`config.mk`:
```
export PLATFORM = sky130hd
export DESIGN_NAME = decoder_3to8_pending_flat
export DESIGN_NICKNAME = d
export VERILOG_FILES = /design/src/rtl/decoder_3to8_pending_if.sv /design/src/rtl/decoder_3to8_pending.sv /design/src/flat_wrapper.sv
export SDC_FILE = /design/constraint.sdc
export NUM_CORES = 1
export LEC_CHECK = 0
export BUFFER_PORTS_ARGS = -buffer_cell sky130_fd_sc_hd__buf_2
export CAP_MARGIN = 10
export CORE_MARGIN = 4
export CORE_UTILIZATION = 51
export CTS_BUF_LIST = sky130_fd_sc_hd__clkbuf_8
export CTS_CLUSTER_DIAMETER = 30
export DETAILED_ROUTE_END_ITERATION = 8
export GPL_ROUTABILITY_DRIVEN = 0
export GPL_TIMING_DRIVEN = 0
export PLACE_DENSITY_LB_ADDON = 0.1
export SLEW_MARGIN = 5
export SYNTH_ARGS = -nofsm -noshare
export SYNTH_HDL_FRONTEND = slang
export SYNTH_SLANG_ARGS = --single-unit
```
`constraint.sdc`:
```
create_clock -name clk -period 3.3 [get_ports clk]
set_clock_uncertainty 0.15 [all_clocks]
set_input_delay 0.33 -clock clk [delete_from_list [all_inputs] [get_ports clk]]
set_output_delay 0.33 -clock clk [all_outputs]
set_load 0.005 [all_outputs]
```
`src/rtl/decoder_3to8_pending_if.sv`:
```
// Handshake and status bundle between a code sender and decoder_3to8_pending.
//   in_valid/code : sender offers a 3-bit line index
//   in_ready      : decoder can accept this cycle
//   ack/ovf_clr   : consumer clears pending bits / overflow flag
//   o/pend/ovf    : one-hot pulse, sticky pending bits, sticky overflow
interface decoder_3to8_pending_if;
   logic       in_valid;
   logic       in_ready;
   logic [2:0] code;
   logic [7:0] ack;
   logic       ovf_clr;
   logic [7:0] o;
   logic [7:0] pend;
   logic       ovf;

   modport master (
      output in_valid, code, ack, ovf_clr,
      input  in_ready, o, pend, ovf
   );

   modport slave (
      input  in_valid, code, ack, ovf_clr,
      output in_ready, o, pend, ovf
   );
endinterface

```
`src/rtl/decoder_3to8_pending.sv`:
```
// Registered 3-to-8 decoder with valid/ready input, PULSE_W-cycle one-hot
// output pulse, sticky per-line pending bits and a sticky overflow flag.
//   clk  : rising-edge clock
//   rst  : synchronous reset, active-high
//   bus  : slave side of decoder_3to8_pending_if
//          (in_valid, in_ready, code, ack, ovf_clr, o, pend, ovf)
module decoder_3to8_pending #(
   parameter int unsigned PULSE_W = 1
) (
   input logic                    clk,
   input logic                    rst,
   decoder_3to8_pending_if.slave  bus
);

   localparam int unsigned CNT_W = $clog2(PULSE_W) + 1;

   typedef enum logic {
      IDLE  = 1'b0,
      PULSE = 1'b1
   } state_t;

   state_t             state;
   logic [CNT_W-1:0]   cnt;
   logic               accept;
   logic [7:0]         set_mask;
   logic               ovf_set;

   // Accept only in IDLE; the code is sampled at the accept edge alone.
   always_comb begin
      accept   = (state == IDLE) && bus.in_valid;
      set_mask = accept ? (8'(1) << bus.code) : 8'h00;
      // A same-cycle ack on the line counts as serviced, so no overflow.
      ovf_set  = accept && bus.pend[bus.code] && !bus.ack[bus.code];
   end

   assign bus.in_ready = (state == IDLE);

   // Pulse FSM, pending bits and overflow flag.
   always_ff @(posedge clk) begin
      if (rst) begin
         state    <= IDLE;
         cnt      <= '0;
         bus.o    <= 8'h00;
         bus.pend <= 8'h00;
         bus.ovf  <= 1'b0;
      end else begin
         case (state)
            IDLE: begin
               if (accept) begin
                  bus.o <= set_mask;
                  cnt   <= CNT_W'(PULSE_W - 1);
                  state <= PULSE;
               end
            end
            PULSE: begin
               // Dropping to IDLE forces one o=0 cycle between pulses.
               if (cnt == '0) begin
                  bus.o <= 8'h00;
                  state <= IDLE;
               end else begin
                  cnt <= cnt - CNT_W'(1);
               end
            end
            default: begin
               bus.o <= 8'h00;
               state <= IDLE;
            end
         endcase

         // Set wins over a same-edge ack on the same line.
         bus.pend <= (bus.pend & ~bus.ack) | set_mask;

         // New overflow wins over a same-edge clear.
         if (ovf_set) begin
            bus.ovf <= 1'b1;
         end else if (bus.ovf_clr) begin
            bus.ovf <= 1'b0;
         end
      end
   end

endmodule

```
`src/flat_wrapper.sv`:
```
// flat-port wrapper written by rule: the top's interface ports become plain ports
module decoder_3to8_pending_flat 
#(
   parameter int unsigned PULSE_W = 1
)
  (clk, rst, bus_in_valid, bus_code, bus_ack, bus_ovf_clr, bus_in_ready, bus_o, bus_pend, bus_ovf);
  decoder_3to8_pending_if bus_i ();
  input logic clk;
  input logic rst;
  input wire logic [$bits(bus_i.in_valid)-1:0] bus_in_valid;
  input wire logic [$bits(bus_i.code)-1:0] bus_code;
  input wire logic [$bits(bus_i.ack)-1:0] bus_ack;
  input wire logic [$bits(bus_i.ovf_clr)-1:0] bus_ovf_clr;
  output wire logic [$bits(bus_i.in_ready)-1:0] bus_in_ready;
  output wire logic [$bits(bus_i.o)-1:0] bus_o;
  output wire logic [$bits(bus_i.pend)-1:0] bus_pend;
  output wire logic [$bits(bus_i.ovf)-1:0] bus_ovf;
  assign bus_i.in_valid = bus_in_valid;
  assign bus_i.code = bus_code;
  assign bus_i.ack = bus_ack;
  assign bus_i.ovf_clr = bus_ovf_clr;
  assign bus_in_ready = bus_i.in_ready;
  assign bus_o = bus_i.o;
  assign bus_pend = bus_i.pend;
  assign bus_ovf = bus_i.ovf;
  decoder_3to8_pending #(.PULSE_W(PULSE_W)) u_core (.clk(clk), .rst(rst), .bus(bus_i));
endmodule
```
== After elaboration in Yosys (flattened, before gate mapping) ==
Index checks and enable logic that the tools add are counted.
Word-level totals
  output and inout bits: 18
  logic and storage cells: 36
  flip-flop bits (word level): 19
  input bits: 15
Cells by class
  eq/ne operators: 2
  bitwise operators: 4
  shift operators: 1
  order comparisons: 1
  reduce and logical (&&, ||, !) cells: 6
  $add $sub $neg: 1
  mux-type cells: 16
Operators with widths (number)
  8-bit two-way mux: 3
  8-bit one-hot mux with 2 select lines: 1
  8-bit bitwise AND: 1
  1-bit two-way mux: 8
  8-bit NOT: 1
  8-bit OR: 1
  1-bit by 3-bit << shifter with 8-bit output, first input constant: 1
  1-bit binary-select mux with 3-bit select: 2
  3-bit by 4-bit less-than comparator with 1-bit output, second input constant: 1
  1-bit one-hot mux with 2 select lines: 2
  1-bit logical AND: 3
  2-bit by 1-bit != test with 1-bit output, second input constant: 1
  2-bit != test, second input constant: 1
  2-bit AND reduction: 1
  2-bit nonzero test: 1
  1-bit logical NOT: 1
  1-bit NOT: 1
  1-bit subtractor, second input constant: 1

== Depth between registers and ports, before layout ==
Gate-level depths: netlist of the first run.
  depth in word-level cells: 5
  mapped depth: 5
  gate-level depth less buffers: 4

== Worst setup path before layout of the first run ==
Ideal clock, no wire load.
  kind: input to register
  from: input bus_code[0]
  to: register u_core.bus.ovf
  data arrival time: 1091 ps
  stages: 4
  library setup time: 121 ps
  setup slack: 1938 ps
  buffers on the path: 1
  required time: 3029 ps
  path through: buf_6 > mux4_2 > nor2b_1 > o21ai_1
On the way
  cells in the longest elaborated chain, start to end: 5
  elaborated cells on any way between the ends: 9
  those cells by class: mux: 5; reduce/logical: 4
RTL lines
  start: declaration: RTL line flat_wrapper.sv:11  | input wire logic [$bits(bus_i.code)-1:0] bus_code;
  1-bit binary-select mux with 3-bit select: RTL line decoder_3to8_pending.sv:33  | ovf_set = accept && bus.pend[bus.code] && !bus.ack[bus.code];
  1-bit two-way mux (implied by the code): RTL line decoder_3to8_pending.sv:33
  1-bit logical AND or 1-bit logical NOT (tied branches): RTL line decoder_3to8_pending.sv:33
  1-bit logical AND *: RTL line decoder_3to8_pending.sv:33
  1-bit two-way mux or 2-bit nonzero test (tied branches)
  end signal: assignment: RTL line decoder_3to8_pending.sv:45  | bus.ovf <= 1'b0;
  end signal: assignment: RTL line decoder_3to8_pending.sv:75  | bus.ovf <= 1'b1;
  end signal: assignment: RTL line decoder_3to8_pending.sv:77  | bus.ovf <= 1'b0;
  end: declaration: RTL line decoder_3to8_pending_if.sv:23  | output in_ready, o, pend, ovf
Every way passes the cells marked *; elsewhere a longest branch is shown, timed or not. The select of a mux whose other input is x is not followed.
A chain may end at the register's enable or synchronous reset.

== Worst setup path in the final report of the first run ==
  from: register u_core.bus.pend[4]
  to: register u_core.bus.ovf
On the way
  cells in the longest elaborated chain, start to end: 5
  elaborated cells on any way between the ends: 6
  those cells by class: mux: 3; reduce/logical: 3
RTL lines
  start: declaration: RTL line decoder_3to8_pending_if.sv:23
  start signal: assignment: RTL line decoder_3to8_pending.sv:71  | bus.pend <= (bus.pend & ~bus.ack) | set_mask;
  1-bit binary-select mux with 3-bit select *: RTL line decoder_3to8_pending.sv:33
  1-bit two-way mux (implied by the code) *: RTL line decoder_3to8_pending.sv:33
  1-bit logical AND * (2 in a row): RTL line decoder_3to8_pending.sv:33
  1-bit two-way mux or 2-bit nonzero test (tied branches)
Marked as above.

==> results.sh, run 1 <==
export IMPL_cp_data_arrival_time_ps=1400
export IMPL_clock_sinks=18
export IMPL_cts_root_buffer="clkbuf_8"
export IMPL_routed_via_density=5.33
export IMPL_die_x_um=46.8
export IMPL_leakage_nw=0.447
export IMPL_dp_hpwl_um=1330
export IMPL_start_util_pct=56.2
export IMPL_grt_usage_pct=18.2
export IMPL_grt_max_degree=11
export IMPL_final_cell_mix="buf_2 (30), dfxtp_1 (18), nor2_1 (17)"
export IMPL_syn2layout_area_growth_pct=26.7
export IMPL_syn_area_per_cell_sq_um=8.73
export IMPL_postSynthCellCount=88
export IMPL_min_path_type="in -> reg"
export IMPL_netlist_area_sq_um=768
export IMPL_dieArea_sq_um=2190
export IMPL_status="finished clean"
export IMPL_grt_pass1_vias=654
export IMPL_maxSlewHeadroom_pct=71.4
export IMPL_antenna_left=0
export IMPL_final_setup_tns_ps=0
export IMPL_wl_per_cell_um=13.6
export IMPL_power_density_nw_per_um2=436
export IMPL_yosys_register_bits=18
export IMPL_final_min_clock_period_ps=1400
export IMPL_cp_end_kind="register"
export IMPL_syn_nets=103
export IMPL_p_total_uw=424
export IMPL_die_y_um=46.8
export IMPL_final_setup_viol_count=0
export IMPL_fin_nets=137
export IMPL_n_antenna_cell=0
export IMPL_worstPathRequired_ps=3290
export IMPL_clock_latency_ps=250
export IMPL_fmaxAchievable_mhz=712
export IMPL_cp_max_fo=2
export IMPL_cts_resized=0
export IMPL_drc=0
export IMPL_drv_cap=0
export IMPL_grt_ovfl_total=0
export IMPL_boundaryPins=33
export IMPL_cts_buffer_depth=2
export IMPL_rows=13
export IMPL_ys_seq_area_share_pct=46.9
export IMPL_ctsHtreeMaxLevel=1
export IMPL_drt_wl_total_um=1830
export IMPL_crit_type="reg -> reg"
export IMPL_slew_viol_final=0
export IMPL_postCtsSetupRepairBufs=0
export IMPL_cp_start_kind="register"
export IMPL_rsz0062_at_grt="false"
export IMPL_numCtsBuffers=3
export IMPL_r2r_setup_slack_ps=1900
export IMPL_worst_pin_slew_ps=429
export IMPL_first_pass_iters=4
export IMPL_fin_crit_sh_pct=42.6
export IMPL_clk_pin_slew_ps=70
export IMPL_ctsHoldBuffers=0
export IMPL_mostFrequentLayoutCell="buf_2"
export IMPL_drive_gt1_share_pct=35.0
export IMPL_antenna_found_initial=0
export IMPL_core_area_sq_um=1370
export IMPL_timing_final_hold_violations=0
export IMPL_synth_distinct_cells=26
export IMPL_ir_drop_v=0.000319
export IMPL_grt_pass1_wl_um=2750
export IMPL_dr_first_iter_drc_count=16
export IMPL_num_vias=719
export IMPL_cts_tree="built"
export IMPL_yosysWarningCount=0
export IMPL_io_buffer_count=29
-- per-layer routing --
metal	global-route usage (%)	wire, um
met5	0	0
met4	11.6	42
met3	4.60	159
met2	29.5	860
met1	21.2	770
-- report_power, final --
group	total (mW)	switching [mW]	internal [mW]
Sequential	0.225	0.00237	0.223
Clock	0.152	0.0706	0.0811
Combinational	0.0478	0.0269	0.0209
-- synthesized netlist by cell type --
cell	count	area, sq um
a22o_1	1	8.76
nor2b_4	2	27.5
or2_2	1	6.26
nand4_1	1	6.26
nor2b_2	1	8.76
clkbuf_1	2	7.51
inv_1	1	3.75
inv_2	1	3.75
mux4_2	1	22.5
and2_1	1	6.26
nand2_1	6	22.5
buf_4	1	7.51
o41ai_2	1	16.3
a31oi_1	1	6.26
nand3_1	4	20.0
a32oi_1	1	8.76
dfxtp_1	18	360
a21oi_1	11	55.1
nor2b_1	7	43.8
nand2b_1	2	12.5
a22oi_1	3	22.5
and3_1	1	6.26
buf_2	1	5.00
nor2_1	17	63.8
buf_6	1	11.3
o21ai_1	1	5.00
-- final timing paths --
kind / from / cells past startpoint / end
max: u_core.bus.pend[4] / 4 / u_core.bus.ovf
min: bus_ovf_clr / 4 / u_core.bus.ovf
max reg2reg: u_core.bus.pend[4] / 4 / u_core.bus.ovf
min reg2reg: u_core.bus.o[5] / 2 / u_core.bus.o[5]
-- sequential cells by signal (all words and copies together), names as in the netlist --
| name | cells |
|---|---|
| u_core.bus.o | 8 |
| u_core.bus.pend | 8 |
| u_core.bus.ovf | 1 |
| u_core.state | 1 |
-- worst max-delay path: stages, from the launching register on --
cell     delay (ps)
dfxtp_1         310
nor2b_1         140
mux4_2          460
nor2b_1         150
o21ai_1          80
-- stage by stage --
step	instance area (sq um)	hold slack, ps	setup slack (ps)	utilization [%]	instances
floorplan	768	292	1940	-	88
global placement	932	283	1860	68.2	132
detailed placement	932	292	1810	68.2	132
CTS	973	182	1910	71.2	135
global route	973	202	1860	71.2	135
finish	973	182	1900	71.2	135
-- final cells by class --
class                   count  area [sq um]
fillers                   119           393
multi-input cells          63           369
flip-flops and latches     18           360
repair buffers             29           145
clock buffers               3          41.3
plain buffers               5          31.3
well taps                  15          18.8
inverters                   2          7.51
-- kinds of logic after synthesis --
family          count (synthesis)  share of synthesized area [%]
flops                          18                           46.9
buf+inv                         7                           5.05
mux                             1                           2.93
simple gates                   43                           29.2
compound gates                 19                           16.0
No activity file was read; power rests on OpenSTA's default activity.
==> inputs of run 2 (changes only) <==
--- a/config.mk
+++ b/config.mk
@@ -8,7 +8,7 @@
 export BUFFER_PORTS_ARGS = -buffer_cell sky130_fd_sc_hd__buf_2
 export CAP_MARGIN = 10
 export CORE_MARGIN = 4
-export CORE_UTILIZATION = 51
+export CORE_UTILIZATION = 48
 export CTS_BUF_LIST = sky130_fd_sc_hd__clkbuf_8
 export CTS_CLUSTER_DIAMETER = 30
 export DETAILED_ROUTE_END_ITERATION = 8
==> constraint.sdc (replaced) <==
create_clock -name clk -period 1.3 [get_ports clk]
set_clock_uncertainty 0.15 [all_clocks]
set_input_delay 0.13 -clock clk [delete_from_list [all_inputs] [get_ports clk]]
set_output_delay 0.13 -clock clk [all_outputs]
set_load 0.005 [all_outputs]
==> run 2 against run 1 <==
Compared with the run above:
- the flow now finishes with violations (negative setup slack)
- sequential cell count stayed put
- register-to-register slack worse by 1900 ps
- wire length unchanged
- largest power group unchanged
==> results.sh, run 2 (synthesis gave the netlist of run 1 again) <==
export IMPL_seqPwrFrac_pct=49.1
export IMPL_min_path_type="in -> reg"
export IMPL_leakage_nw=0.461
export IMPL_cp_start_kind="register"
export IMPL_ir_drop_v=0.000759
export IMPL_dr_first_iter_drc_count=4
export IMPL_antenna_found_initial=0
export IMPL_grt_pass1_vias=628
export IMPL_grtUsageMet3_pct=3.38
export IMPL_postCtsSetupRepairBufs=0
export IMPL_grt_max_degree=11
export IMPL_mostFrequentLayoutCell="buf_2"
export IMPL_timing_final_hold_violations=0
export IMPL_fin_nets=138
export IMPL_grt_busiest_layer="met2"
export IMPL_finalWorstSetupSlack_ps=-34.2
export IMPL_fin_crit_sh_pct=103
export IMPL_p_total_mw=1.16
export IMPL_grt_usage_pct=18.2
export IMPL_boundaryPins=33
export IMPL_antenna_left=0
export IMPL_p_int_uw=891
export IMPL_slew_viol_final=0
export IMPL_grt_pass1_wl_um=2770
export IMPL_dieArea_sq_um=2300
export IMPL_start_util_pct=51.0
export IMPL_dp_hpwl_um=1310
export IMPL_regArea_sq_um=364
export IMPL_die_x_um=48.0
export IMPL_grt_ovfl_total=0
export IMPL_routed_via_density=5.28
export IMPL_drt_wl_total_um=1830
export IMPL_core_area_sq_um=1510
export IMPL_top_regs="u_core.bus.o x8, u_core.bus.pend x8"
export IMPL_final_util_pct=68.2
export IMPL_final_cell_mix="buf_2 (30), nor2_1 (16), dfxtp_1 (15)"
export IMPL_fmaxAchievable_mhz=750
export IMPL_worstPathRequired_ps=1290
export IMPL_syn2layout_area_growth_pct=33.7
export IMPL_clock_sinks=18
export IMPL_maxSlewHeadroom_pct=69.9
export IMPL_worst_pin_slew_ps=452
export IMPL_io_buffer_count=29
export IMPL_hold_slack_ps=23.1
export IMPL_cts_tree="built"
export IMPL_n_antenna_cell=0
export IMPL_rsz0062_at_grt="true"
export IMPL_violations="negative setup slack"
export IMPL_clock_latency_ps=260
export IMPL_swShare_pct=23.3
export IMPL_cts_buffer_depth=2
export IMPL_first_pass_iters=4
export IMPL_final_min_clock_period_ps=1330
export IMPL_fillers=136
export IMPL_drc=0
export IMPL_combPwrFrac_pct=11.0
export IMPL_final_setup_viol_count=1
export IMPL_power_density_nw_per_um2=1130
export IMPL_cts_root_buffer="clkbuf_8"
export IMPL_wl_per_cell_um=13.3
export IMPL_die_y_um=48.0
export IMPL_rows=14
export IMPL_final_setup_tns_ps=-34.2
export IMPL_num_vias=729
export IMPL_met1_usage_pct=22.2
export IMPL_drive_gt1_share_pct=41.0
export IMPL_ctsHtreeMaxLevel=1
export IMPL_power_switching_uw=271
export IMPL_numCtsBuffers=3
export IMPL_cp_data_arrival_time_ps=1330
export IMPL_clk_pin_slew_ps=70
export IMPL_status="finished, violations left"
export IMPL_grtUsageMet2_pct=27.7
export IMPL_cp_max_fo=2
export IMPL_cp_end_kind="register"
export IMPL_drv_cap=0
export IMPL_multi_input_area_sq_um=394
export IMPL_pwr_share_clk_pct=39.8
export IMPL_crit_type="reg -> reg"
## run 2: final timing paths
check	startpoint	to	slack [ps]	depth (start not counted)
hold / removal	bus_code[0]	u_core.bus.pend[7]	20	3
hold reg to reg	u_core.bus.o[4]	u_core.bus.o[4]	300	2
setup / recovery	u_core.bus.pend[6]	u_core.bus.ovf	-30	4
setup reg to reg	u_core.bus.pend[6]	u_core.bus.ovf	-30	4
## run 2: power by group through the flow
stage / Combinational (mW) / Sequential, mW / Clock (mW)
after CTS: 0.127 / 0.571 / 0.463
final: 0.128 / 0.571 / 0.463
after global placement: 0.119 / 0.582 / 0
after detailed placement: 0.120 / 0.583 / 0
after global routing: 0.143 / 0.572 / 0.501
after floorplan: 0.0708 / 0.584 / 0
## run 2: layout make-up
class / instances / area share [%]
tap: 16 / 1.95
timing repair buffer: 30 / 15.1
inverter: 2 / 0.731
sequential: 18 / 35.4
buffer: 5 / 3.05
multi-input combinational: 63 / 38.4
clock buffer: 4 / 5.36
## run 2: critical path, cell delays in order (launching register included)
cell and delay [ps]:
dfxtp_2 320, nor2b_4 120, mux4_2 450, nor2b_1 120
o21ai_1 60
## run 2: metrics by stage
stage               worst slack [ps]  instance area, sq um  instances
floorplan                      0.504                   768         88
global placement               -9.70                   933        133
detailed placement             -40.3                   933        133
CTS                            -33.4                  1020        138
global route                   -94.7                  1030        138
finish                         -34.2                  1030        138
## run 2: timing repair
item | CTS | global route
hold endpoints to repair | 1 | 0
gates cloned | 0 | 0
hold buffers | 1 | 0
setup endpoints to repair | 1 | 2
gates resized for setup | 9 | 1
## run 2: routing by layer
layer  vias up  share of wire (%)
met5         -                  0
met1       341                 42
met3         4                6.8
li1        364                  -
met2        20                 48
met4         0                2.6
